[src/rtl/frameset_seq_if.sv]
// Bundle of the frameset sequencer's streaming and status signals.
// The sequencer connects through the slave modport; whatever drives it
// (sample source, sync/derotate datapath, sink, status reader) uses master.
interface frameset_seq_if #(
  parameter int INPUT_SIZE = 8
);
  // upstream sample stream
  logic                         enable_in;
  logic signed [INPUT_SIZE-1:0] soft_in;
  logic                         soft_valid_in;
  logic                         soft_ready_out;

  // towards the sync/derotate datapath
  logic signed [INPUT_SIZE-1:0] sync_soft_out;
  logic                         sync_valid_out;
  logic                         sync_ready_in;
  logic                         sync_rst_out;
  logic                         sync_tx_ready_out;

  // back from the sync/derotate datapath
  logic                         sync_pair_valid_in;
  logic signed [INPUT_SIZE-1:0] sync_pair0_in;
  logic signed [INPUT_SIZE-1:0] sync_pair1_in;
  logic                         sync_new_frameset_in;
  logic                         sync_last_in;

  // downstream pair stream
  logic                         pair_valid_out;
  logic signed [INPUT_SIZE-1:0] pair0_out;
  logic signed [INPUT_SIZE-1:0] pair1_out;
  logic                         pair_first_out;
  logic                         pair_last_out;
  logic                         pair_ready_in;

  // status
  logic                         busy_out;
  logic [15:0]                  frameset_cnt_out;
  logic [7:0]                   timeout_cnt_out;
  logic                         len_err_out;

  // sequencer side
  modport slave (
    input  enable_in, soft_in, soft_valid_in,
    output soft_ready_out,
    output sync_soft_out, sync_valid_out, sync_rst_out, sync_tx_ready_out,
    input  sync_ready_in,
    input  sync_pair_valid_in, sync_pair0_in, sync_pair1_in,
    input  sync_new_frameset_in, sync_last_in,
    output pair_valid_out, pair0_out, pair1_out, pair_first_out, pair_last_out,
    input  pair_ready_in,
    output busy_out, frameset_cnt_out, timeout_cnt_out, len_err_out
  );

  // environment side
  modport master (
    output enable_in, soft_in, soft_valid_in,
    input  soft_ready_out,
    input  sync_soft_out, sync_valid_out, sync_rst_out, sync_tx_ready_out,
    output sync_ready_in,
    output sync_pair_valid_in, sync_pair0_in, sync_pair1_in,
    output sync_new_frameset_in, sync_last_in,
    input  pair_valid_out, pair0_out, pair1_out, pair_first_out, pair_last_out,
    output pair_ready_in,
    input  busy_out, frameset_cnt_out, timeout_cnt_out, len_err_out
  );
endinterface

[src/rtl/frameset_seq.sv]
// Frameset sequencer: admits exactly N soft samples into the sync/derotate
// datapath, then drains its N/2 output pairs to the sink. A drain watchdog
// resets a datapath that stops producing pairs; stalls by the sink are not
// treated as a hang. Status counters report completed framesets, watchdog
// recoveries and a sticky pair-count error.
module frameset_seq #(
  parameter int INPUT_SIZE     = 8,
  parameter int BITS_PER_FRAME = 80,
  parameter int NUM_FRAMES     = 32,
  parameter int WDOG_CYCLES    = 4096
) (
  input logic           clk,
  input logic           rst_in,
  frameset_seq_if.slave bus
);

  localparam int N        = BITS_PER_FRAME * NUM_FRAMES;
  localparam int P        = N / 2;
  localparam int SAMPLE_W = (N > 2) ? $clog2(N) : 1;
  localparam int PAIR_W   = $clog2(P + 1);
  localparam int WDOG_W   = (WDOG_CYCLES > 2) ? $clog2(WDOG_CYCLES) : 1;

  typedef enum logic [1:0] {
    IDLE    = 2'd0,
    LOAD    = 2'd1,
    DRAIN   = 2'd2,
    RECOVER = 2'd3
  } state_t;

  state_t              state_reg, state_next;
  logic [SAMPLE_W-1:0] sample_reg, sample_next;
  logic [PAIR_W-1:0]   pair_reg, pair_next;
  logic [WDOG_W-1:0]   wdog_reg, wdog_next;
  logic                rec_reg, rec_next;
  logic [15:0]         frameset_reg, frameset_next;
  logic [7:0]          timeout_reg, timeout_next;
  logic                len_err_reg, len_err_next;

  logic                         soft_ready;
  logic                         sync_valid;
  logic signed [INPUT_SIZE-1:0] sync_soft;
  logic                         tx_ready;
  logic                         pair_valid;
  logic signed [INPUT_SIZE-1:0] pair0;
  logic signed [INPUT_SIZE-1:0] pair1;
  logic                         pair_first;
  logic                         pair_last;

  // State and counter registers with synchronous reset
  always_ff @(posedge clk) begin
    if (rst_in) begin
      state_reg    <= IDLE;
      sample_reg   <= '0;
      pair_reg     <= '0;
      wdog_reg     <= '0;
      rec_reg      <= 1'b0;
      frameset_reg <= '0;
      timeout_reg  <= '0;
      len_err_reg  <= 1'b0;
    end else begin
      state_reg    <= state_next;
      sample_reg   <= sample_next;
      pair_reg     <= pair_next;
      wdog_reg     <= wdog_next;
      rec_reg      <= rec_next;
      frameset_reg <= frameset_next;
      timeout_reg  <= timeout_next;
      len_err_reg  <= len_err_next;
    end
  end

  // Next-state, counter updates and state-gated passthroughs
  always_comb begin
    state_next    = state_reg;
    sample_next   = sample_reg;
    pair_next     = pair_reg;
    wdog_next     = wdog_reg;
    rec_next      = rec_reg;
    frameset_next = frameset_reg;
    timeout_next  = timeout_reg;
    len_err_next  = len_err_reg;

    soft_ready = 1'b0;
    sync_valid = 1'b0;
    sync_soft  = '0;
    tx_ready   = 1'b0;
    pair_valid = 1'b0;
    pair0      = '0;
    pair1      = '0;
    pair_first = 1'b0;
    pair_last  = 1'b0;

    unique case (state_reg)
      IDLE: begin
        // enable only gates the start of a frameset, never an ongoing one
        if (bus.enable_in && bus.sync_ready_in) begin
          sample_next = '0;
          pair_next   = '0;
          state_next  = LOAD;
        end
      end

      LOAD: begin
        soft_ready = 1'b1;
        sync_valid = bus.soft_valid_in;
        sync_soft  = bus.soft_in;
        if (bus.soft_valid_in) begin
          sample_next = sample_reg + SAMPLE_W'(1);
          if (sample_reg == SAMPLE_W'(N - 1)) begin
            wdog_next  = '0;
            state_next = DRAIN;
          end
        end
      end

      DRAIN: begin
        tx_ready   = bus.pair_ready_in;
        pair_valid = bus.sync_pair_valid_in;
        pair0      = bus.sync_pair0_in;
        pair1      = bus.sync_pair1_in;
        pair_first = bus.sync_new_frameset_in;
        pair_last  = bus.sync_last_in;
        if (bus.sync_pair_valid_in) begin
          // a beat always wins over a coincident watchdog expiry
          pair_next = pair_reg + PAIR_W'(1);
          wdog_next = '0;
          if (bus.sync_new_frameset_in && (pair_reg != '0)) begin
            len_err_next = 1'b1;
          end
          if (bus.sync_last_in) begin
            frameset_next = frameset_reg + 16'd1;
            if ((pair_reg + PAIR_W'(1)) != PAIR_W'(P)) begin
              len_err_next = 1'b1;
            end
            state_next = IDLE;
          end
        end else if (bus.pair_ready_in) begin
          // only cycles where the sink could take a pair count towards a hang
          if (wdog_reg == WDOG_W'(WDOG_CYCLES - 1)) begin
            timeout_next = timeout_reg + 8'd1;
            rec_next     = 1'b0;
            state_next   = RECOVER;
          end else begin
            wdog_next = wdog_reg + WDOG_W'(1);
          end
        end
      end

      RECOVER: begin
        // two cycles of datapath reset, then back to IDLE
        if (rec_reg) begin
          state_next = IDLE;
        end else begin
          rec_next = 1'b1;
        end
      end

      default: state_next = IDLE;
    endcase
  end

  assign bus.soft_ready_out    = soft_ready;
  assign bus.sync_valid_out    = sync_valid;
  assign bus.sync_soft_out     = sync_soft;
  assign bus.sync_tx_ready_out = tx_ready;
  assign bus.sync_rst_out      = rst_in | (state_reg == RECOVER);

  assign bus.pair_valid_out    = pair_valid;
  assign bus.pair0_out         = pair0;
  assign bus.pair1_out         = pair1;
  assign bus.pair_first_out    = pair_first;
  assign bus.pair_last_out     = pair_last;

  assign bus.busy_out          = (state_reg != IDLE);
  assign bus.frameset_cnt_out  = frameset_reg;
  assign bus.timeout_cnt_out   = timeout_reg;
  assign bus.len_err_out       = len_err_reg;

endmodule

[src/flat_wrapper.sv]
// flat-port wrapper written by rule: the top's interface ports become plain ports
module frameset_seq_flat 
#(
  parameter int INPUT_SIZE     = 8,
  parameter int BITS_PER_FRAME = 80,
  parameter int NUM_FRAMES     = 32,
  parameter int WDOG_CYCLES    = 4096
)
  (clk, rst_in, bus_enable_in, bus_soft_in, bus_soft_valid_in, bus_soft_ready_out, bus_sync_soft_out, bus_sync_valid_out, bus_sync_rst_out, bus_sync_tx_ready_out, bus_sync_ready_in, bus_sync_pair_valid_in, bus_sync_pair0_in, bus_sync_pair1_in, bus_sync_new_frameset_in, bus_sync_last_in, bus_pair_valid_out, bus_pair0_out, bus_pair1_out, bus_pair_first_out, bus_pair_last_out, bus_pair_ready_in, bus_busy_out, bus_frameset_cnt_out, bus_timeout_cnt_out, bus_len_err_out);
  frameset_seq_if #(.INPUT_SIZE(INPUT_SIZE)) bus_i ();
  input logic clk;
  input logic rst_in;
  input wire logic [$bits(bus_i.enable_in)-1:0] bus_enable_in;
  input wire logic [$bits(bus_i.soft_in)-1:0] bus_soft_in;
  input wire logic [$bits(bus_i.soft_valid_in)-1:0] bus_soft_valid_in;
  output wire logic [$bits(bus_i.soft_ready_out)-1:0] bus_soft_ready_out;
  output wire logic [$bits(bus_i.sync_soft_out)-1:0] bus_sync_soft_out;
  output wire logic [$bits(bus_i.sync_valid_out)-1:0] bus_sync_valid_out;
  output wire logic [$bits(bus_i.sync_rst_out)-1:0] bus_sync_rst_out;
  output wire logic [$bits(bus_i.sync_tx_ready_out)-1:0] bus_sync_tx_ready_out;
  input wire logic [$bits(bus_i.sync_ready_in)-1:0] bus_sync_ready_in;
  input wire logic [$bits(bus_i.sync_pair_valid_in)-1:0] bus_sync_pair_valid_in;
  input wire logic [$bits(bus_i.sync_pair0_in)-1:0] bus_sync_pair0_in;
  input wire logic [$bits(bus_i.sync_pair1_in)-1:0] bus_sync_pair1_in;
  input wire logic [$bits(bus_i.sync_new_frameset_in)-1:0] bus_sync_new_frameset_in;
  input wire logic [$bits(bus_i.sync_last_in)-1:0] bus_sync_last_in;
  output wire logic [$bits(bus_i.pair_valid_out)-1:0] bus_pair_valid_out;
  output wire logic [$bits(bus_i.pair0_out)-1:0] bus_pair0_out;
  output wire logic [$bits(bus_i.pair1_out)-1:0] bus_pair1_out;
  output wire logic [$bits(bus_i.pair_first_out)-1:0] bus_pair_first_out;
  output wire logic [$bits(bus_i.pair_last_out)-1:0] bus_pair_last_out;
  input wire logic [$bits(bus_i.pair_ready_in)-1:0] bus_pair_ready_in;
  output wire logic [$bits(bus_i.busy_out)-1:0] bus_busy_out;
  output wire logic [$bits(bus_i.frameset_cnt_out)-1:0] bus_frameset_cnt_out;
  output wire logic [$bits(bus_i.timeout_cnt_out)-1:0] bus_timeout_cnt_out;
  output wire logic [$bits(bus_i.len_err_out)-1:0] bus_len_err_out;
  assign bus_i.enable_in = bus_enable_in;
  assign bus_i.soft_in = bus_soft_in;
  assign bus_i.soft_valid_in = bus_soft_valid_in;
  assign bus_soft_ready_out = bus_i.soft_ready_out;
  assign bus_sync_soft_out = bus_i.sync_soft_out;
  assign bus_sync_valid_out = bus_i.sync_valid_out;
  assign bus_sync_rst_out = bus_i.sync_rst_out;
  assign bus_sync_tx_ready_out = bus_i.sync_tx_ready_out;
  assign bus_i.sync_ready_in = bus_sync_ready_in;
  assign bus_i.sync_pair_valid_in = bus_sync_pair_valid_in;
  assign bus_i.sync_pair0_in = bus_sync_pair0_in;
  assign bus_i.sync_pair1_in = bus_sync_pair1_in;
  assign bus_i.sync_new_frameset_in = bus_sync_new_frameset_in;
  assign bus_i.sync_last_in = bus_sync_last_in;
  assign bus_pair_valid_out = bus_i.pair_valid_out;
  assign bus_pair0_out = bus_i.pair0_out;
  assign bus_pair1_out = bus_i.pair1_out;
  assign bus_pair_first_out = bus_i.pair_first_out;
  assign bus_pair_last_out = bus_i.pair_last_out;
  assign bus_i.pair_ready_in = bus_pair_ready_in;
  assign bus_busy_out = bus_i.busy_out;
  assign bus_frameset_cnt_out = bus_i.frameset_cnt_out;
  assign bus_timeout_cnt_out = bus_i.timeout_cnt_out;
  assign bus_len_err_out = bus_i.len_err_out;
  frameset_seq #(.INPUT_SIZE(INPUT_SIZE), .BITS_PER_FRAME(BITS_PER_FRAME), .NUM_FRAMES(NUM_FRAMES), .WDOG_CYCLES(WDOG_CYCLES)) u_core (.clk(clk), .rst_in(rst_in), .bus(bus_i));
endmodule
[config.mk]
export PLATFORM = sky130hd
export DESIGN_NAME = frameset_seq_flat
export DESIGN_NICKNAME = d
export VERILOG_FILES = /design/src/rtl/frameset_seq_if.sv /design/src/rtl/frameset_seq.sv /design/src/flat_wrapper.sv
export SDC_FILE = /design/constraint.sdc
export NUM_CORES = 1
export LEC_CHECK = 0
export BUFFER_PORTS_ARGS = -buffer_cell sky130_fd_sc_hd__buf_4
export CORE_MARGIN = 2
export CORE_UTILIZATION = 48
export DETAILED_ROUTE_END_ITERATION = 8
export PLACE_DENSITY = 0.81
export SETUP_SLACK_MARGIN = 0.4
export SYNTH_ARGS = -nofsm -noshare
export SYNTH_HDL_FRONTEND = slang
export SYNTH_SLANG_ARGS = --single-unit
[constraint.sdc]
create_clock -name clk -period 1.9 [get_ports clk]
set_input_delay 0.19 -clock clk [delete_from_list [all_inputs] [get_ports clk]]
set_output_delay 0.19 -clock clk [all_outputs]
set_load 0.05 [all_outputs]
# --- Yosys cells after proc, flatten, opt, wreduce, memory -nomap -nowiden ---
# Cells that the tools add are included.
classes:
  n_addsub: 5
  eq_ne: 18
  n_mux: 37
  bitwise: 2
  reduce_logical: 17
ops:
  columns: ["operator", "n"]
  rows:
  - ["$mux W12", 7]
  - ["$pmux W12 S2", 2]
  - ["$add A12 B1 Y12 const B", 2]
  - ["$eq A12 B12 Y1 const B", 2]
  - ["$mux W8", 3]
  - ["$mux W11", 2]
  - ["$pmux W11 S2", 1]
  - ["$add A16 B1 Y16 const B", 1]
  - ["$mux W2", 8]
  - ["$mux W1", 12]
  - ["$add A11 B1 Y11 const B", 1]
  - ["$ne A11 B11 Y1 const B", 1]
  - ["$reduce_bool A11 Y1", 1]
  - ["$reduce_bool A2 Y1", 5]
  - ["$ne A3 B3 Y1 const B", 3]
  - ["$reduce_and A3 Y1", 3]
  - ["$add A8 B1 Y8 const B", 1]
  - ["$ne A2 B1 Y1 const B", 4]
  - ["$ne A2 B2 Y1 const B", 4]
  - ["$pmux W2 S4", 1]
  - ["$reduce_and A4 Y1", 2]
  - ["$reduce_and A7 Y1", 1]
  - ["$reduce_and A5 Y1", 1]
  - ["$eq A2 B2 Y1 const B", 2]
  - ["8 further kinds", 9]
totals:
  ff_bits: 63
  inputBits: 33
  output_inout_bits: 57
  wordCells: 87

# --- Depth between registers and ports, before layout ---
# Gate-level depths: netlist of the first run.
logic_depth:
  word_depth: 5
  ltp_mapped: 8
  depth_no_buf: 7

# --- Least setup slack after synthesis of the first run ---
# OpenSTA, ideal clock, no wires.
synth_timing:
  path_type: "reg2reg"
  startpoint: "register u_core.state_reg[1]"
  endpoint: "register u_core.sample_reg[10]"
  setup_time_ns: 0.071
  arrival_time_ns: 2.051
  required_time_ns: 1.829
  path_slack_ns: -0.221
  path_stages_with_launch: 8
  path_buffers: 0
  period_less_slack_ns: 2.121
  cell_sequence: "dfxtp_1 > inv_1 > ha_1 > mux2i_1 > nor2_2 > nand3_1 > or3_1 > a21oi_1"
synth_between:
  elab_chain_len: 3
  word_cells_on_any_way: 7
  classes_between: "eq/ne (3); mux (1); reduce/logical (3)"
synth_lines:
  columns: ["element", "line_no", "source"]
  rows:
  - ["start: declaration", "frameset_seq.sv:30", "state_t state_reg, state_next;"]
  - ["start signal: assignment", "frameset_seq.sv:61", "state_reg <= state_next;"]
  - ["$eq A2 B1 Y1 / $logic_not A2 Y1 (equally long branches)", "frameset_seq.sv:93", "unique case (state_reg)"]
  - ["$ne A2 B2 Y1 (no source line) (tied with other cells)", null, null]
  - ["$reduce_and A3 Y1 (no source line)", null, null]
  - ["end signal: assignment", "frameset_seq.sv:62", "sample_reg <= sample_next;"]
  - ["end: declaration", "frameset_seq.sv:31", "logic [SAMPLE_W-1:0] sample_reg, sample_next;"]
# Parallel ways exist; a longest one is shown, timed or not.
# A chain may end at the register's enable or synchronous reset.

# --- Worst setup path after layout of the first run ---
layout_timing:
  startpoint: "register u_core.state_reg[1]"
  endpoint: "register u_core.wdog_reg[11]"
layout_between:
  elab_chain_len: 3
  word_cells_on_any_way: 9
  classes_between: "eq/ne (6); mux (1); reduce/logical (2)"
layout_lines:
  columns: ["element", "line_no", "source"]
  rows:
  - ["$eq A2 B2 Y1 / $eq A2 B1 Y1 (equally long branches)", "frameset_seq.sv:93", null]
  - ["$ne A3 B3 Y1 (no source line) (tied with other cells)", null, null]
  - ["$reduce_and A5 Y1 (no source line)", null, null]
  - ["end signal: assignment", "frameset_seq.sv:64", "wdog_reg <= wdog_next;"]
  - ["end: declaration", "frameset_seq.sv:33", "logic [WDOG_W-1:0] wdog_reg, wdog_next;"]
# Parallel ways exist; a longest one is shown, timed or not.

==> results.yml, run 1 <==
min_path:
  worstHoldStart: "bus_sync_pair_valid_in"
  hold_class: "input pin to register"
  holdPathStages: 4
  min_to: "u_core.pair_reg[4]"
grt:
  grt_pass1_wl_um: 18700
  grt_pass1_vias: 3809
  grt_usage_pct: 28.5
  antenna_found_initial: 0
  grt_max_degree: 40
  overflow: 0
yosys:
  async_flop_share_pct: 0
  synthTopCellsByCount: "63 x dfxtp_1, 56 x nor2_1, 31 x nand2_1, 30 x and2_1, 24 x a21oi_1"
  synth_enable_flop_cells: 0
  synth_area_um2: 3570
  yosys.area.top_type_share_pct: 35.3
  synthTopCellsByArea: "dfxtp_1 35%, nor2_1 5.9%, and2_1 5.3%, xor2_1 4.9%, xnor2_1 4.4%"
  synthCells: 436
  ys_seq_area_share_pct: 35.3
  ys_types: 61
  synth-seq-cells: 63
  ys.flop_type: "dfxtp_1"
  synth_nets: 481
  avgSynthCellArea_um2: 8.19
  synth_most_common_cell: "dfxtp_1"
  synth_warnings: 0
  yosys.area.top_type: "dfxtp_1"
clock_network:
  worstSkewPairLatency_ns: 0.37
  numCtsBuffers: 9
  htreeDepth: 3
  clock_path_buffers: 2
  cts_tree: "yes"
  cts_sinks: 63
  cts_root_buffer: "clkbuf_8"
  path_clk_slew_ns: 0.09
sta:
  clock_skew_ns: 0.0156
  setup_viol: 10
  setup_ws_ns: -0.0433
  min_period_over_period_pct: 102
  final.min_clock_period_ns: 1.94
  hold_violations: 0
  worst_pin_slew_ns: 0.445
  fin_setup_tns_ns: -0.162
  fmax_ghz: 0.515
  rsz0062_at_grt: "true"
  report.final.slew_viol_count: 0
  maxSlewHeadroom_pct: 69.9
worst_setup_path:
  path_delay_family: "simple AND/OR/NAND/NOR gates"
  worst_ep_arrival_time_ns: 2.25
  critPathMaxStageDelay_ns: 0.41
  crit_required_ns: 2.20
  worstPathCellList: "inv_4, ha_4, nor2b_4, a41oi_4, buf_6, nor4_4, nand4_1, a21oi_2"
  worstSetupEndpointType: "register"
  reg2reg_from: "u_core.state_reg[1]"
  r2r_end: "u_core.wdog_reg[11]"
  startpoint_type: "register"
  r2r_slack_ns: -0.04
  cp_slowest_cell: "dfxtp_4"
  reg2regPathDepth: 8
  worstSetupPathType: "register to register"
  critPathBufInv: 2
  critPathMaxFanout: 5
drt:
  viasPerCell: 6.28
  drcViolationCount: 0
  via_count: 4352
  dr.pass1.iters: 6
  wl_um: 15900
  drt-initial-drc-count: 402
  post_drt_wl_per_cell_um: 23.0
  drtAntennaViolNets: 0
placement:
  placed_area_um2: 4640
  dp_hpwl_um: 6830
  io_buffers: 89
  place_congestion: 0.955
outcome:
  status: "finished with violations"
  violations: "setup timing"
pwr:
  power.density_nw_per_um2: 954
  p_sw_share_pct: 39.0
  p_total_mw: 5.91
  pwr-share-comb_pct: 50.1
  clockPowerShare_pct: 25.4
  p_leak_nw: 2.44
  p_switching_mw: 2.31
  vdd_drop_max_mv: 0.880
  pwr-share-seq_pct: 24.5
  p_int_mw: 3.60
die:
  die_w_um: 90.3
  dieArea_um2: 8150
  initial_utilization_pct: 49.5
  rows: 31
  core_region_area_um2: 7210
  die_h_um: 90.3
  design.portCount: 90
finish:
  largest_register_ffs: 16
  drive_gt1_share_pct: 56.7
  nets: 634
  postLayoutCellArea_um2: 6190
  antenna_cells: 0
  area_growth_pct: 73.4
run:
  max_cap_viol_count: 0
cell type report:
type | instances | area [um2]
clock inverter | 7 | 120
timing repair buffer | 161 | 1560
clock buffer | 9 | 124
inverter | 18 | 82.6
sequential | 63 | 1330
tap | 99 | 124
fill | 338 | 1020
multi-input combinational | 336 | 2860
through the flow:
stage,utilization [%],worst slack (ns),std cells,hold WS [ns]
floorplan,-,0.104,436,0.400
global placement,64.3,0.0127,632,0.449
detailed placement,64.3,-0.0876,632,0.455
CTS,77.6,0.0714,672,0.278
global route,85.8,-0.142,693,0.357
finish,85.8,-0.0433,693,0.317
power by group through the flow:
stage	clock network (mW)	logic [mW]	registers, mW
2_1_floorplan	0	1.16	1.47
6_report	1.50	2.96	1.45
3_5_place_dp	0	1.67	1.46
3_3_place_gp	0	1.63	1.46
5_1_grt	1.54	3.05	1.45
4_1_cts	1.44	2.30	1.44
routing by layer:
metal	global-route usage, %	part of all wire (%)	routed length (um)
met2	51.0	49	7840
met3	6.34	8.5	1350
met4	12.1	4.9	784
met5	0	0	0
met1	32.6	37	5940
worst min-delay path, delay by kind of cell:
kind / cells / cell delay (ns)
compound gates: 1 / 0.05
buf+inv: 1 / 0.15
simple gates: 2 / 0.25
worst max-delay path by stage:
stage | startpoint | to | slack (ns) | cells after the start
after floorplan | u_core.state_reg[0] | u_core.wdog_reg[11] | 0.10 | 8
after global placement | u_core.state_reg[0] | u_core.wdog_reg[0] | 0.01 | 7
after detailed placement | u_core.state_reg[0] | u_core.wdog_reg[0] | -0.09 | 7
after CTS | u_core.state_reg[0] | u_core.bus.frameset_cnt_out[12] | 0.07 | 6
after global routing | u_core.state_reg[1] | u_core.wdog_reg[11] | -0.14 | 8
final | u_core.state_reg[1] | u_core.wdog_reg[11] | -0.04 | 8
cells in the final DEF (no fill, tap or decap), types with 10 or more instances in the layout:
| cell | count |
|---|---|
| dfxtp_2 | 30 |
| nand2_1 | 26 |
| buf_6 | 25 |
| nor2_1 | 50 |
| and2_4 | 17 |
| nand4_1 | 15 |
| nor4_4 | 12 |
| xor2_1 | 19 |
| dfxtp_1 | 26 |
| xnor2_1 | 16 |
| buf_8 | 31 |
| nand3_1 | 13 |
| buf_4 | 103 |
| inv_1 | 10 |
| a21oi_1 | 18 |
repair_timing:
item | in CTS | in global routing
endpoints found under the setup margin | 91 | 95
hold buffers | 0 | 0
gates resized for setup | 138 | 115
setup buffers | 21 | 21
cloned | 3 | 0
pin swaps | 52 | 44
cells by family (layout without fill, tap and decap cells):
| group | count (synthesis) | after routing | synth area share (%) |
|---|---|---|---|
| and+or+nand+nor | 215 | 215 | 33.7 |
| AOI/OAI and AO/OA | 66 | 66 | 11.7 |
| muxes | 5 | 5 | 1.54 |
| adders and majority gates | 12 | 12 | 4.20 |
| xor gates and xnor gates | 38 | 38 | 9.32 |
| buffers and inverters | 37 | 195 | 4.17 |
| DFF | 63 | 63 | 35.3 |
(Power assumes the default switching activity.)
==> inputs of run 2 (changes only) <==
--- a/config.mk
+++ b/config.mk
@@ -5,11 +5,10 @@
 export SDC_FILE = /design/constraint.sdc
 export NUM_CORES = 1
 export LEC_CHECK = 0
-export BUFFER_PORTS_ARGS = -buffer_cell sky130_fd_sc_hd__buf_4
-export CORE_MARGIN = 2
-export CORE_UTILIZATION = 48
+export CORE_UTILIZATION = 55
 export DETAILED_ROUTE_END_ITERATION = 8
-export PLACE_DENSITY = 0.81
+export DONT_BUFFER_PORTS = 1
+export PLACE_DENSITY = 0.75
 export SETUP_SLACK_MARGIN = 0.4
 export SYNTH_ARGS = -nofsm -noshare
 export SYNTH_HDL_FRONTEND = slang
==> constraint.sdc (replaced) <==
create_clock -name clk -period 1.8 [get_ports clk]
set_input_delay 0.18 -clock clk [delete_from_list [all_inputs] [get_ports clk]]
set_output_delay 0.18 -clock clk [all_outputs]
set_load 0.05 [all_outputs]
==> run 2 against run 1 <==
  * The flow still finishes with violations (setup timing)
  * Critical endpoint is now u_core.bus.timeout_cnt_out[3]
  * Global-route usage is 13 points higher
  * Clock skew is 0.0035 ns lower
  * Die area is 16% lower
  * Setup slack worse by 0.12 ns
  * Largest cell class unchanged
  * Clock power is 9% lower
==> results.yml, run 2 (synthesized netlist as in run 1, its figures left out) <==
die:
  dieArea_um2: 6820
  design.portCount: 90
  core_region_area_um2: 6100
  rows: 28
  initial_utilization_pct: 58.6
  die_w_um: 82.6
  die_h_um: 82.6
finish:
  antenna_cells: 0
  drive_gt1_share_pct: 55.5
  largest_register_ffs: 16
  utilization_pct: 95.2
  nets: 588
  final_common_cell: "buf_4"
  nFillCells: 147
  final_cell_mix: "75 x buf_4, 50 x nor2_1, 32 x dfxtp_1, 29 x and2_4, 27 x buf_6"
  area_growth_pct: 62.4
sta:
  worst_pin_slew_ns: 0.715
  fin_setup_tns_ns: -2.51
  setup_ws_ns: -0.160
  setup_viol: 38
  rsz0062_at_grt: "true"
  clock_skew_ns: 0.0122
  hold_violations: 0
  min_period_over_period_pct: 109
  final.min_clock_period_ns: 1.96
  report.final.slew_viol_count: 0
  fmax_ghz: 0.510
  maxSlewHeadroom_pct: 52.0
worst_setup_path:
  path_delay_family: "simple AND/OR/NAND/NOR gates"
  reg2reg_from: "u_core.wdog_reg[11]"
  reg2regPathDepth: 5
  critPathMaxFanout: 7
  r2r_slack_ns: -0.16
  worst_ep_arrival_time_ns: 2.26
  worstPathCellList: "inv_1, nor3_2, nand3_4, or4_4, a21oi_2"
  cp_slowest_cell: "dfxtp_1"
  critPathMaxStageDelay_ns: 0.60
  crit_required_ns: 2.10
  critPathBufInv: 1
  r2r_end: "u_core.bus.timeout_cnt_out[3]"
  startpoint_type: "register"
  worstSetupEndpointType: "register"
  worstSetupPathType: "register to register"
min_path:
  hold_class: "input pin to register"
  holdPathStages: 2
  min_to: "u_core.state_reg[1]"
  worstHoldStart: "rst_in"
clock_network:
  htreeDepth: 3
  cts_root_buffer: "clkbuf_8"
  clock_path_buffers: 2
  cts_tree: "yes"
  cts_sinks: 63
  path_clk_slew_ns: 0.08
  numCtsBuffers: 9
  worstSkewPairLatency_ns: 0.37
grt:
  grt_pass1_vias: 4108
  overflow: 0
  grt_usage_pct: 41.0
  grt_pass1_wl_um: 20600
  antenna_found_initial: 0
  grt_max_degree: 35
placement:
  dp_hpwl_um: 6550
  io_buffers: 0
  place_congestion: 0.929
  dp_slack_ns: -0.140
drt:
  post_drt_wl_per_cell_um: 28.4
  wl_um: 17700
  drtAntennaViolNets: 0
  viasPerCell: 7.27
  drcViolationCount: 0
  dr.pass1.iters: 6
  via_count: 4532
  drt-initial-drc-count: 768
pwr:
  power.density_nw_per_um2: 1010
  vdd_drop_max_mv: 0.864
  p_leak_nw: 2.23
  p_total_mw: 5.89
outcome:
  violations: "setup timing"
  status: "finished with violations"
run:
  max_cap_viol_count: 0
run 2: cell types whose count changed in the layout (fill, tap and decap cells not counted), sizes merged:
cell	delta
clkinvlp	-1
bufinv	-2
inv	+1
clkbuf	+2
buf	-46
run 2: where the power goes:
part	switching [mW]	total (mW)	internal [mW]
sequential	0.0643	1.52	1.45
combinational	1.71	3.00	1.29
clock	0.644	1.37	0.722
total	2.42	5.89	3.47
run 2: area by class of cell:
cell class	instances	area (um2)	area share [%]
multi-input combinational	336	2980	51.4
sequential	63	1320	22.7
timing repair buffer	115	1120	19.3
clock buffer	11	153	2.63
tap	75	93.8	1.62
inverter	18	85.1	1.47
clock inverter	5	52.6	0.906
run 2: worst max path at each step:
stage / from / end / slack, ns / cells past startpoint
5_1_grt: u_core.state_reg[1] / u_core.wdog_reg[6] / -0.43 / 8
6_report: u_core.wdog_reg[11] / u_core.bus.timeout_cnt_out[3] / -0.16 / 5
3_3_place_gp: u_core.state_reg[1] / u_core.wdog_reg[6] / -0.1 / 6
3_5_place_dp: u_core.state_reg[1] / u_core.wdog_reg[3] / -0.14 / 6
2_1_floorplan: u_core.state_reg[0] / u_core.wdog_reg[11] / 0.004 / 8
4_1_cts: u_core.state_reg[0] / u_core.bus.frameset_cnt_out[12] / 0.01 / 6
run 2: timing repair:
| action | 4_1_cts | 5_1_grt |
|---|---|---|
| pin swaps | 63 | 45 |
| gates resized for setup | 159 | 62 |
| hold buffers | 1 | 0 |
| endpoints found under the hold margin | 34 | 0 |
| endpoints found under the setup margin | 95 | 95 |
| cloned | 6 | 0 |
| setup buffers | 28 | 16 |
run 2: per-layer routing:
metal	up-vias	track usage (%)	wire, um
met1	2092	46.7	5920
met2	504	69.0	8190
li1	1752	-	-
met3	184	11.1	2290
met4	0	23.3	1290
met5	-	0	0
run 2: through the flow:
stage | std cells | area [um2] | hold slack (ns)
after global routing | 623 | 5800 | 0.0871
after CTS | 607 | 5440 | 0.0796
final | 623 | 5800 | 0.0723
after detailed placement | 556 | 4270 | 0.251
after floorplan | 436 | 3770 | 0.390
after global placement | 556 | 4270 | 0.249
==> inputs of run 3 (changes only) <==
--- a/config.mk
+++ b/config.mk
@@ -10,6 +10,7 @@
 export DONT_BUFFER_PORTS = 1
 export PLACE_DENSITY = 0.75
 export SETUP_SLACK_MARGIN = 0.4
+export SKIP_CTS_REPAIR_TIMING = 1
 export SYNTH_ARGS = -nofsm -noshare
 export SYNTH_HDL_FRONTEND = slang
 export SYNTH_SLANG_ARGS = --single-unit
==> run 3 against run 2 <==
  * The run ends with hold timing, setup timing left
  * Via count fell by 13%
  * Sequential cell count unchanged
  * Core utilization is 5.6 points lower
  * Clock power hardly changed
  * Die area is the same
  * Clock skew about the same
  * Hold slack lost 0.20 ns
  * Combinational power decreased by 16%
  * Setup slack gained 0.042 ns
  * Largest power group unchanged
==> results.yml, run 3 (synthesized netlist as in run 1, its figures left out) <==
worst_setup_path:
  reg2regPathDepth: 6
  reg2reg_from: "u_core.state_reg[0]"
  worstSetupEndpointType: "register"
  startpoint_type: "register"
  r2r_slack_ns: -0.12
  critPathMaxFanout: 6
  crit_required_ns: 2.10
  worstSetupPathType: "register to register"
  worst_ep_arrival_time_ns: 2.22
  r2r_end: "u_core.bus.frameset_cnt_out[12]"
placement:
  dp_hpwl_um: 6550
  io_buffers: 0
  dp_slack_ns: -0.140
  placed_area_um2: 4270
  place_congestion: 0.929
grt:
  antenna_found_initial: 0
  busiest_layer: "met2"
  grt_usage_pct: 26.5
  overflow: 0
  grt_pass1_wl_um: 13800
  grt_use_met3_pct: 5.71
  grt_max_degree: 41
  grt_pass1_vias: 3150
  grtUsageMet1_pct: 31.3
  grtUsageMet2_pct: 46.1
finish:
  nFillCells: 237
  largest_register_ffs: 16
  final_cell_mix: "56 x buf_4, 50 x nor2_1, 31 x dfxtp_1, 29 x and2_4, 26 x dfxtp_2"
  antenna_cells: 0
  postLayoutCellArea_um2: 5460
  nets: 562
  utilization_pct: 89.6
  area_growth_pct: 52.8
  drive_gt1_share_pct: 51.1
  final_common_cell: "buf_4"
die:
  die_w_um: 82.6
  initial_utilization_pct: 58.6
  die_h_um: 82.6
  design.portCount: 90
  dieArea_um2: 6820
  rows: 28
  core_region_area_um2: 6100
clock_network:
  clock_path_buffers: 2
  cts_sinks: 63
  path_clk_slew_ns: 0.08
  worstSkewPairLatency_ns: 0.36
  numCtsBuffers: 9
  htreeDepth: 3
  cts_root_buffer: "clkbuf_8"
  cts_tree: "yes"
drt:
  dr.pass1.iters: 5
  wl_um: 13300
  drtAntennaViolNets: 0
  via_count: 3932
  post_drt_wl_per_cell_um: 22.2
  drcViolationCount: 0
  viasPerCell: 6.59
  drt-initial-drc-count: 304
sta:
  fmax_ghz: 0.521
  maxSlewHeadroom_pct: 54.6
  hold_violations: 34
  setup_viol: 21
  report.final.slew_viol_count: 0
  fin_worst_hold_slack_ns: -0.129
  worst_pin_slew_ns: 0.679
  rsz0062_at_grt: "true"
  final.min_clock_period_ns: 1.92
  min_period_over_period_pct: 107
  setup_ws_ns: -0.118
  fin_setup_tns_ns: -0.891
  clock_skew_ns: 0.0124
pwr:
  power.density_nw_per_um2: 987
  p_leak_nw: 2.05
  vdd_drop_max_mv: 0.922
min_path:
  holdPathStages: 1
  min_to: "u_core.bus.timeout_cnt_out[5]"
  hold_class: "input pin to register"
  worstHoldStart: "rst_in"
run:
  max_cap_viol_count: 0
outcome:
  status: "finished with violations"
  violations: "hold timing, setup timing"
-- run 3: how the worst max path moves through the flow --
stage / start / end
detailed placement: u_core.state_reg[1] / u_core.wdog_reg[3]
finish: u_core.state_reg[0] / u_core.bus.frameset_cnt_out[12]
global placement: u_core.state_reg[1] / u_core.wdog_reg[6]
global route: u_core.state_reg[1] / u_core.pair_reg[5]
CTS: u_core.state_reg[1] / u_core.wdog_reg[3]
floorplan: u_core.state_reg[0] / u_core.wdog_reg[11]
-- run 3: area by class of cell --
cell class / instances / area (um2) / area share, %
tap: 75 / 93.8 / 1.72
inverter: 18 / 87.6 / 1.60
timing repair buffer: 89 / 840 / 15.4
clock buffer: 11 / 153 / 2.80
clock inverter: 5 / 52.6 / 0.963
sequential: 63 / 1320 / 24.1
multi-input combinational: 336 / 2920 / 53.4
-- run 3: per-stage QoR --
| stage | instances | power, mW |
|---|---|---|
| 3_3_place_gp | 556 | 3.14 |
| 6_report | 597 | 5.39 |
| 2_1_floorplan | 436 | 2.80 |
| 4_1_cts | 572 | 4.46 |
| 3_5_place_dp | 556 | 3.18 |
| 5_1_grt | 597 | 5.54 |
-- run 3: worst max-delay path, cell delays in order, from the launching register on --
cell and delay (ns):
dfxtp_4 0.37, inv_6 0.08, ha_4 0.20, nand4_1 0.14, or4_4 0.56, or3_1 0.36, a21oi_2 0.14
-- run 3: report_power, final --
group	internal, mW	switching [mW]	total, mW
registers	1.45	0.0759	1.53
logic	1.06	1.46	2.52
clock network	0.721	0.617	1.34
-- run 3: routing by layer --
layer,wire length (um),vias to the layer above
met4,667,0
li1,-,1702
met5,0,-
met2,6410,308
met3,1300,85
met1,4910,1837
